$ cat config.mk
export PLATFORM = sky130hd
export DESIGN_NAME = board_access_sched
export DESIGN_NICKNAME = d
export VERILOG_FILES = /design/src/rtl/board_access_sched.sv
export SDC_FILE = /design/constraint.sdc
export NUM_CORES = 1
export LEC_CHECK = 0
export CAP_MARGIN = 10
export CORE_MARGIN = 3
export CORE_UTILIZATION = 35
export DETAILED_ROUTE_END_ITERATION = 8
export PLACE_DENSITY = 0.78
export SYNTH_ARGS = -nofsm -noshare
export SYNTH_HDL_FRONTEND = slang
export SYNTH_SLANG_ARGS = --single-unit
export TNS_END_PERCENT = 50
$ cat constraint.sdc
create_clock -name clk_130mhz -period 2.3 [get_ports clk_130mhz]
set_clock_uncertainty 0.15 [all_clocks]
set_input_delay 0.575 -clock clk_130mhz [delete_from_list [all_inputs] [get_ports clk_130mhz]]
set_output_delay 0.575 -clock clk_130mhz [all_outputs]
set_load 0.01 [all_outputs]
$ cat src/rtl/board_access_sched.sv
// board_access_sched: owner of the single board BRAM port and game sequencer.
//   The renderer drives the port during active video with no added latency.
//   During vertical blank (render_done_in high) the port is lent to the
//   generation-update engine. New generations start every FRAMES_PER_GEN
//   frames while run_in is high, or once per step_in request.
// Ports:
//   clk_130mhz, rst_n_in            clock, async active-low reset
//   render_done_in, render_addr_in  renderer blank flag and read address
//   run_in, step_in                 free-run level, single-step pulse
//   gen_start_out, upd_done_in      generation start / finish handshake
//   upd_req_in/we/addr/wdata        update engine access request
//   upd_gnt_out                     access accepted this cycle (combinational)
//   upd_rvalid_out, upd_rdata_out   read return to the update engine
//   mem_addr/we/wdata_out, mem_rdata_in  BRAM port
//   gen_count_out, busy_out         completed generations, generation active
module board_access_sched #(
    parameter int unsigned ADDR_W         = 12,
    parameter int unsigned DATA_W         = 16,
    parameter int unsigned READ_LAT       = 2,
    parameter int unsigned FRAMES_PER_GEN = 8
) (
    input  logic              clk_130mhz,
    input  logic              rst_n_in,
    input  logic              render_done_in,
    input  logic [ADDR_W-1:0] render_addr_in,
    input  logic              run_in,
    input  logic              step_in,
    output logic              gen_start_out,
    input  logic              upd_done_in,
    input  logic              upd_req_in,
    input  logic              upd_we_in,
    input  logic [ADDR_W-1:0] upd_addr_in,
    input  logic [DATA_W-1:0] upd_wdata_in,
    output logic              upd_gnt_out,
    output logic              upd_rvalid_out,
    output logic [DATA_W-1:0] upd_rdata_out,
    output logic [ADDR_W-1:0] mem_addr_out,
    output logic              mem_we_out,
    output logic [DATA_W-1:0] mem_wdata_out,
    input  logic [DATA_W-1:0] mem_rdata_in,
    output logic [15:0]       gen_count_out,
    output logic              busy_out
);

    localparam int unsigned FC_W = (FRAMES_PER_GEN > 1) ? $clog2(FRAMES_PER_GEN) : 1;
    localparam logic [FC_W-1:0] FC_LAST = FC_W'(FRAMES_PER_GEN - 1);

    typedef enum logic [1:0] {
        S_RENDER,
        S_BLANK,
        S_UPDATE,
        S_SUSPEND
    } state_t;

    state_t            state, state_nxt;
    logic              done_q;
    logic              tick;
    logic [FC_W-1:0]   frame_cnt, frame_cnt_nxt;
    logic              step_pending, step_pending_nxt;
    logic              start, finish;
    logic              rd_fire;
    logic              rv_next;
    logic [READ_LAT-1:0] rd_pipe;

    // Frame tick on the rising edge of the renderer blank flag
    assign tick = render_done_in & ~done_q;

    // Port mux: grant drops in the same cycle blank ends, renderer never waits
    assign upd_gnt_out   = upd_req_in & (state == S_UPDATE) & render_done_in;
    assign mem_addr_out  = upd_gnt_out ? upd_addr_in : render_addr_in;
    assign mem_we_out    = upd_gnt_out & upd_we_in;
    assign mem_wdata_out = upd_wdata_in;
    assign rd_fire       = upd_gnt_out & ~upd_we_in;

    // Valid pipe tail; rdata is captured on the edge that raises rvalid
    assign upd_rvalid_out = rd_pipe[READ_LAT-1];
    generate
        if (READ_LAT == 1) begin : g_rv1
            assign rv_next = rd_fire;
        end else begin : g_rvn
            assign rv_next = rd_pipe[READ_LAT-2];
        end
    endgenerate

    // Next-state and sequencing decisions
    always_comb begin
        state_nxt        = state;
        start            = 1'b0;
        finish           = 1'b0;
        frame_cnt_nxt    = frame_cnt;
        step_pending_nxt = step_pending | step_in;

        case (state)
            S_RENDER: begin
                if (tick) begin
                    if (step_pending | (run_in & (frame_cnt == FC_LAST))) begin
                        start     = 1'b1;
                        state_nxt = S_UPDATE;
                    end else begin
                        state_nxt = S_BLANK;
                    end
                end
            end
            S_BLANK: begin
                if (!render_done_in) state_nxt = S_RENDER;
            end
            S_UPDATE, S_SUSPEND: begin
                if (upd_done_in) begin
                    finish    = 1'b1;
                    state_nxt = render_done_in ? S_BLANK : S_RENDER;
                end else if ((state == S_UPDATE) && !render_done_in) begin
                    state_nxt = S_SUSPEND;
                end else if ((state == S_SUSPEND) && tick) begin
                    state_nxt = S_UPDATE;
                end
            end
            default: state_nxt = S_RENDER;
        endcase

        // Frames are counted only on ticks seen in S_RENDER; resume ticks do not count
        if (!run_in || start) begin
            frame_cnt_nxt = '0;
        end else if (tick && (state == S_RENDER)) begin
            frame_cnt_nxt = frame_cnt + FC_W'(1);
        end

        // A step arriving with a start is absorbed into that start
        if (start) step_pending_nxt = 1'b0;
    end

    // State and registered outputs
    always_ff @(posedge clk_130mhz or negedge rst_n_in) begin
        if (!rst_n_in) begin
            state         <= S_RENDER;
            done_q        <= 1'b0;
            frame_cnt     <= '0;
            step_pending  <= 1'b0;
            gen_start_out <= 1'b0;
            busy_out      <= 1'b0;
            gen_count_out <= '0;
            rd_pipe       <= '0;
            upd_rdata_out <= '0;
        end else begin
            state         <= state_nxt;
            done_q        <= render_done_in;
            frame_cnt     <= frame_cnt_nxt;
            step_pending  <= step_pending_nxt;
            gen_start_out <= start;
            if (start) begin
                busy_out <= 1'b1;
            end else if (finish) begin
                busy_out <= 1'b0;
            end
            if (finish) gen_count_out <= gen_count_out + 16'd1;
            rd_pipe[0] <= rd_fire;
            for (int i = 1; i < int'(READ_LAT); i++) rd_pipe[i] <= rd_pipe[i-1];
            if (rv_next) upd_rdata_out <= mem_rdata_in;
        end
    end

endmodule
Word-level counts from Yosys, hierarchy flattened
Cells that the tools add are included.

Register bits after elaboration: 43. Input port bits: 64. Output and inout bits: 65. Word-level logic and storage cells: 58.

Eq/ne operators: 7. Add/subtract/negate cells: 2. Mux-type cells: 19. Bitwise gates (word level): 10. Reduce and logical (&&, ||, !) cells: 11.

Operators with widths (count): $add 16x1->16 const B (1); $mux 12 (1); $mux 2 (6); $mux 1 (9); $and 1x1->1 (6); $mux 3 (2); $pmux 2 s3 (1); $eq 2x2->1 const B (2); $ne 2x2->1 const B (2); $ne 4x4->1 const B (1); $reduce_bool 2->1 (2); $add 3x1->3 const B (1); $eq 3x3->1 const B (1); $logic_and 1x1->1 (3); $reduce_and 3->1 (1); $eq 2x1->1 const B (1); $logic_not 1->1 (2); $logic_not 2->1 (1); $not 1->1 (2); $or 1x1->1 (2); $reduce_or 2->1 (1); $logic_or 1x1->1 (1).

Depth between registers and ports, before layout
Word-level depth: 8. Gate-level depth with buffers: 6. Gate-level depth less buffers: 6.

Worst setup path before layout
OpenSTA, ideal clock, no wires.

Path type: input to output. From: input port upd_req_in. To: output port mem_addr_out[10]. Arrival: 1397 ps. Path buffers: 1. Slack: 178 ps. Cell stages on the path: 5. Required time: 1575 ps. Cell sequence: nand4b_1 inv_1 buf_1 nand2_1 nand2_1.

Word-level cells in the longest chain between the ends: 3.

Ends and longest elaborated chain: start: declaration (RTL line 30) `input logic upd_req_in,`; $and 1x1->1 (2 in series) (RTL line 69) `assign upd_gnt_out = upd_req_in & (state == S_UPDATE) & render_done_in;`; named net upd_gnt_out (RTL line 34) `output logic upd_gnt_out,`; $mux 12 (RTL line 70) `assign mem_addr_out = upd_gnt_out ? upd_addr_in : render_addr_in;`; end: declaration (RTL line 37) `output logic [ADDR_W-1:0] mem_addr_out,`.

The timed path passes the listed nets, and every way through them passes these cells.

Worst setup path after layout
From: input port render_done_in. To: output port mem_addr_out[5].

Word-level cells in the longest chain between the ends: 2.

Ends and longest elaborated chain: start: declaration (RTL line 24) `input logic render_done_in,`; $and 1x1->1 (RTL line 69); $mux 12 (RTL line 70).

Every way passes these cells.

==> run metrics <==
status=complete, no violations; clk buf depth=2; max-capacitance violation count=0; layout cell share with drive strength beyond 1=between 20% and 30%; CP required=1.57 ns; Pwr Density=between 700 and 800 nW/µm²; asr flop ratio synth=100%; Max Clk Rate=444 MHz; top cells by area, synth=dfrtp_1 (54%), mux2_2 (9.5%), nand2_1 (8.8%), buf_4 (6.0%), xnor2_1 (5.2%); Final Hold Viols=0; CP Max Fanout=6; DR iter-0 viols=24; Worst Path Arrival=around 1.5 ns; largest area contributor in the netlist=dfrtp_1; Final Worst Setup Slack=0.0484 ns; routed wire length=between 4 and 5 mm; I/O pins=about 130; number of flops mapped to enable cells by yosys=0; Critical Path Slowest Stage Cell=dlygate4sd2_1; cts hold-fix bufs=0; buffers added on ports=96; fin crit share=between 90% and 100%; Slew @ Worst Pin=~0.64 ns; largest net degree at the start of global routing=29; area share of the largest cell type after synthesis=around 54%; crit path kind=primary input to primary output; kind of cell adding the most delay to the critical path=buffers and inverters; total iterations of the first detailed-routing run=4; Slew HR=between 50 and 60%; Remaining Overflow, GRT=0; hold_ws=0.139 ns; Startpoint Class=primary input; clock network power share=a little under a fifth; Synth warnings=0; Mapped Area=approximately 2000 µm²; Psw=~700 µW; initial antenna violation count=0; CTS sink cnt=43; Distinct cells, synth=32; Fillers=approximately 470; Nets=351; CTS tree=built; peak supply drop=approximately 0.37 mV; Initial Utilization=37.6%; HPWL after DPL=between 3 and 4 mm; Clk Latency, worst-skew pair=~0.29 ns; routed vias=about 1.7k; Internal Pwr Total=1740 µW; Ant. Diodes=0; CTS root buf=clkbuf_8; switching share of power=between 20% and 30%; CP most frequent cell=nand2_1; main flop type after synthesis=dfrtp_1; residual DRC count=0; sequential area share after synthesis=a little over half; htree depth=2; routability cong.=approximately 0.72; Global Route Usage Sum=roughly 15%; leakage power of the design=about 0.0014 µW; vias in the first global route=around 1.7k; Crit path largest cell delay=between 0.2 and 0.25 ns; Crit. End Element=primary output; syn_nets=between 200 and 300; Reg power frac=between 40% and 50%; CP Buf/Inv Count=5; commonest non-fill, non-tap cells in the layout=clkdlybuf4s50_1 (79), dfrtp_1 (43), nand2_1 (39), mux2_2 (17), buf_2 (13); most common cell after layout, fill and taps aside=clkdlybuf4s50_1; core area=about 5300 µm²; chip height=81.7 µm; HP Class=primary input to async pin; syn avg cell area=10.8 µm²; Final Max Slew Viols=0; Die ar.=approximately 6700 µm²; Clk pin slew, worst setup/hold paths=0.08 ns; die width=81.7 µm; combinational power share=roughly 37%; first-pass GRT wire length=approximately 7.6 mm; DR vias/cell=around 4.7; antenna-violating nets left=0; post-place setup slack=-0.535 ns; Cells after Synth=between 150 and 200; post-synthesis register bit count=43; # setup viols final=0; CTS Buf Count=5; unrepaired setup endpoints after global routing=false; routed wire length per instance=13.5 µm; worst path cell trace=dlygate4sd2_1, nand4b_1, inv_2, buf_4, buf_16, nand2_1, nand2_1, buf_6; min cycle time layout=between 2 and 2.5 ns; Area growth syn-to-layout=55.6%; FP Rows=26
registers in the layout (all words and copies together), names as in the netlist:
signal / cells
rd_pipe: 2
done_q: 1
step_pending: 1
gen_start_out: 1
state: 2
gen_count_out: 16
upd_rdata_out: 16
busy_out: 1
frame_cnt: 3
logic make-up after synthesis:
group / Yosys count / share of synthesized area [%]
AOI/OAI and AO/OA: 9 / 3.06
buffers and inverters: 22 / 7.17
xor gates and xnor gates: 15 / 6.55
DFF: 43 / 53.6
and+or+nand+nor: 76 / 17.7
adders and majority gates: 3 / 1.87
muxes: 18 / 10.0
area by class of cell:
| class | count | area (µm²) | area share, % |
|---|---|---|---|
| Tap cell | 70 | 87.6 | 2.81 |
| Clock inverter | 3 | 15.0 | 0.481 |
| Timing Repair Buffer | 112 | 1060 | 34.1 |
| Inverter | 1 | 3.75 | 0.120 |
| Clock buffer | 5 | 68.8 | 2.21 |
| Sequential cell | 43 | 1080 | 34.5 |
| Multi-Input combinational cell | 121 | 806 | 25.8 |
synth_stat cells (2+ instances only):
library cell and number:
a22oi_1 2, nor2_2 3, nor2b_1 3, xnor2_1 12
clkbuf_1 2, nand4_1 4, nand3_1 2, dfrtp_1 43
mux2_2 17, nor2_1 8, nand2_1 47, buf_1 2
a21o_1 2, ha_1 3, o21ai_0 2, xor2_1 3
buf_4 16
path summary, 6_finish.rpt:
kind | start | endpoint | slack (ns) | cells after the start
min in group clk_130mhz | gen_count_out[15] | gen_count_out[15] | 0.33 | 1
max | render_done_in | mem_addr_out[5] | 0.05 | 8
min reg2reg | gen_count_out[15] | gen_count_out[15] | 0.33 | 1
min | rst_n_in | upd_rdata_out[1] | 0.14 | 1
max in group asynchronous | rst_n_in | gen_count_out[9] | 1.29 | 2
max reg2reg | state[1] | frame_cnt[2] | 0.51 | 5
what timing repair did:
| action | 4_1_cts | 5_1_grt |
|---|---|---|
| pin swaps | 6 | 0 |
| buffers inserted | 3 | 1 |
| endpoints found under the setup margin | 14 | 1 |
| gates cloned | 2 | 0 |
| gates resized for setup | 75 | 0 |
routing by layer:
metal / routed length, µm / global-route usage [%]
met3: 658 / 7.24
met5: 0 / 0
met4: 61 / 5.65
met1: 1790 / 15.6
met2: 2290 / 26.3
through the flow:
step                std cells  area, µm²  power (µW)  setup TNS, ns  util [%]
global placement          341       3000        1970          -6.71      56.2
global route              355       3120        2600              0      58.5
finish                    355       3120        2440              0      58.5
detailed placement        341       3000        2000          -7.14      56.2
floorplan                 186       2010        1450              0         -
CTS                       354       3110        2470              0      58.3
power by group through the flow:
stage          Sequential (µW)  Combinational, µW  Clock [µW]
6_report                  1070                910         451
5_1_grt                   1100                991         511
4_1_cts                   1080                915         474
3_5_place_dp              1090                904           0
3_3_place_gp              1080                894           0
2_1_floorplan             1160                287           0
(Power assumes the default switching activity.)
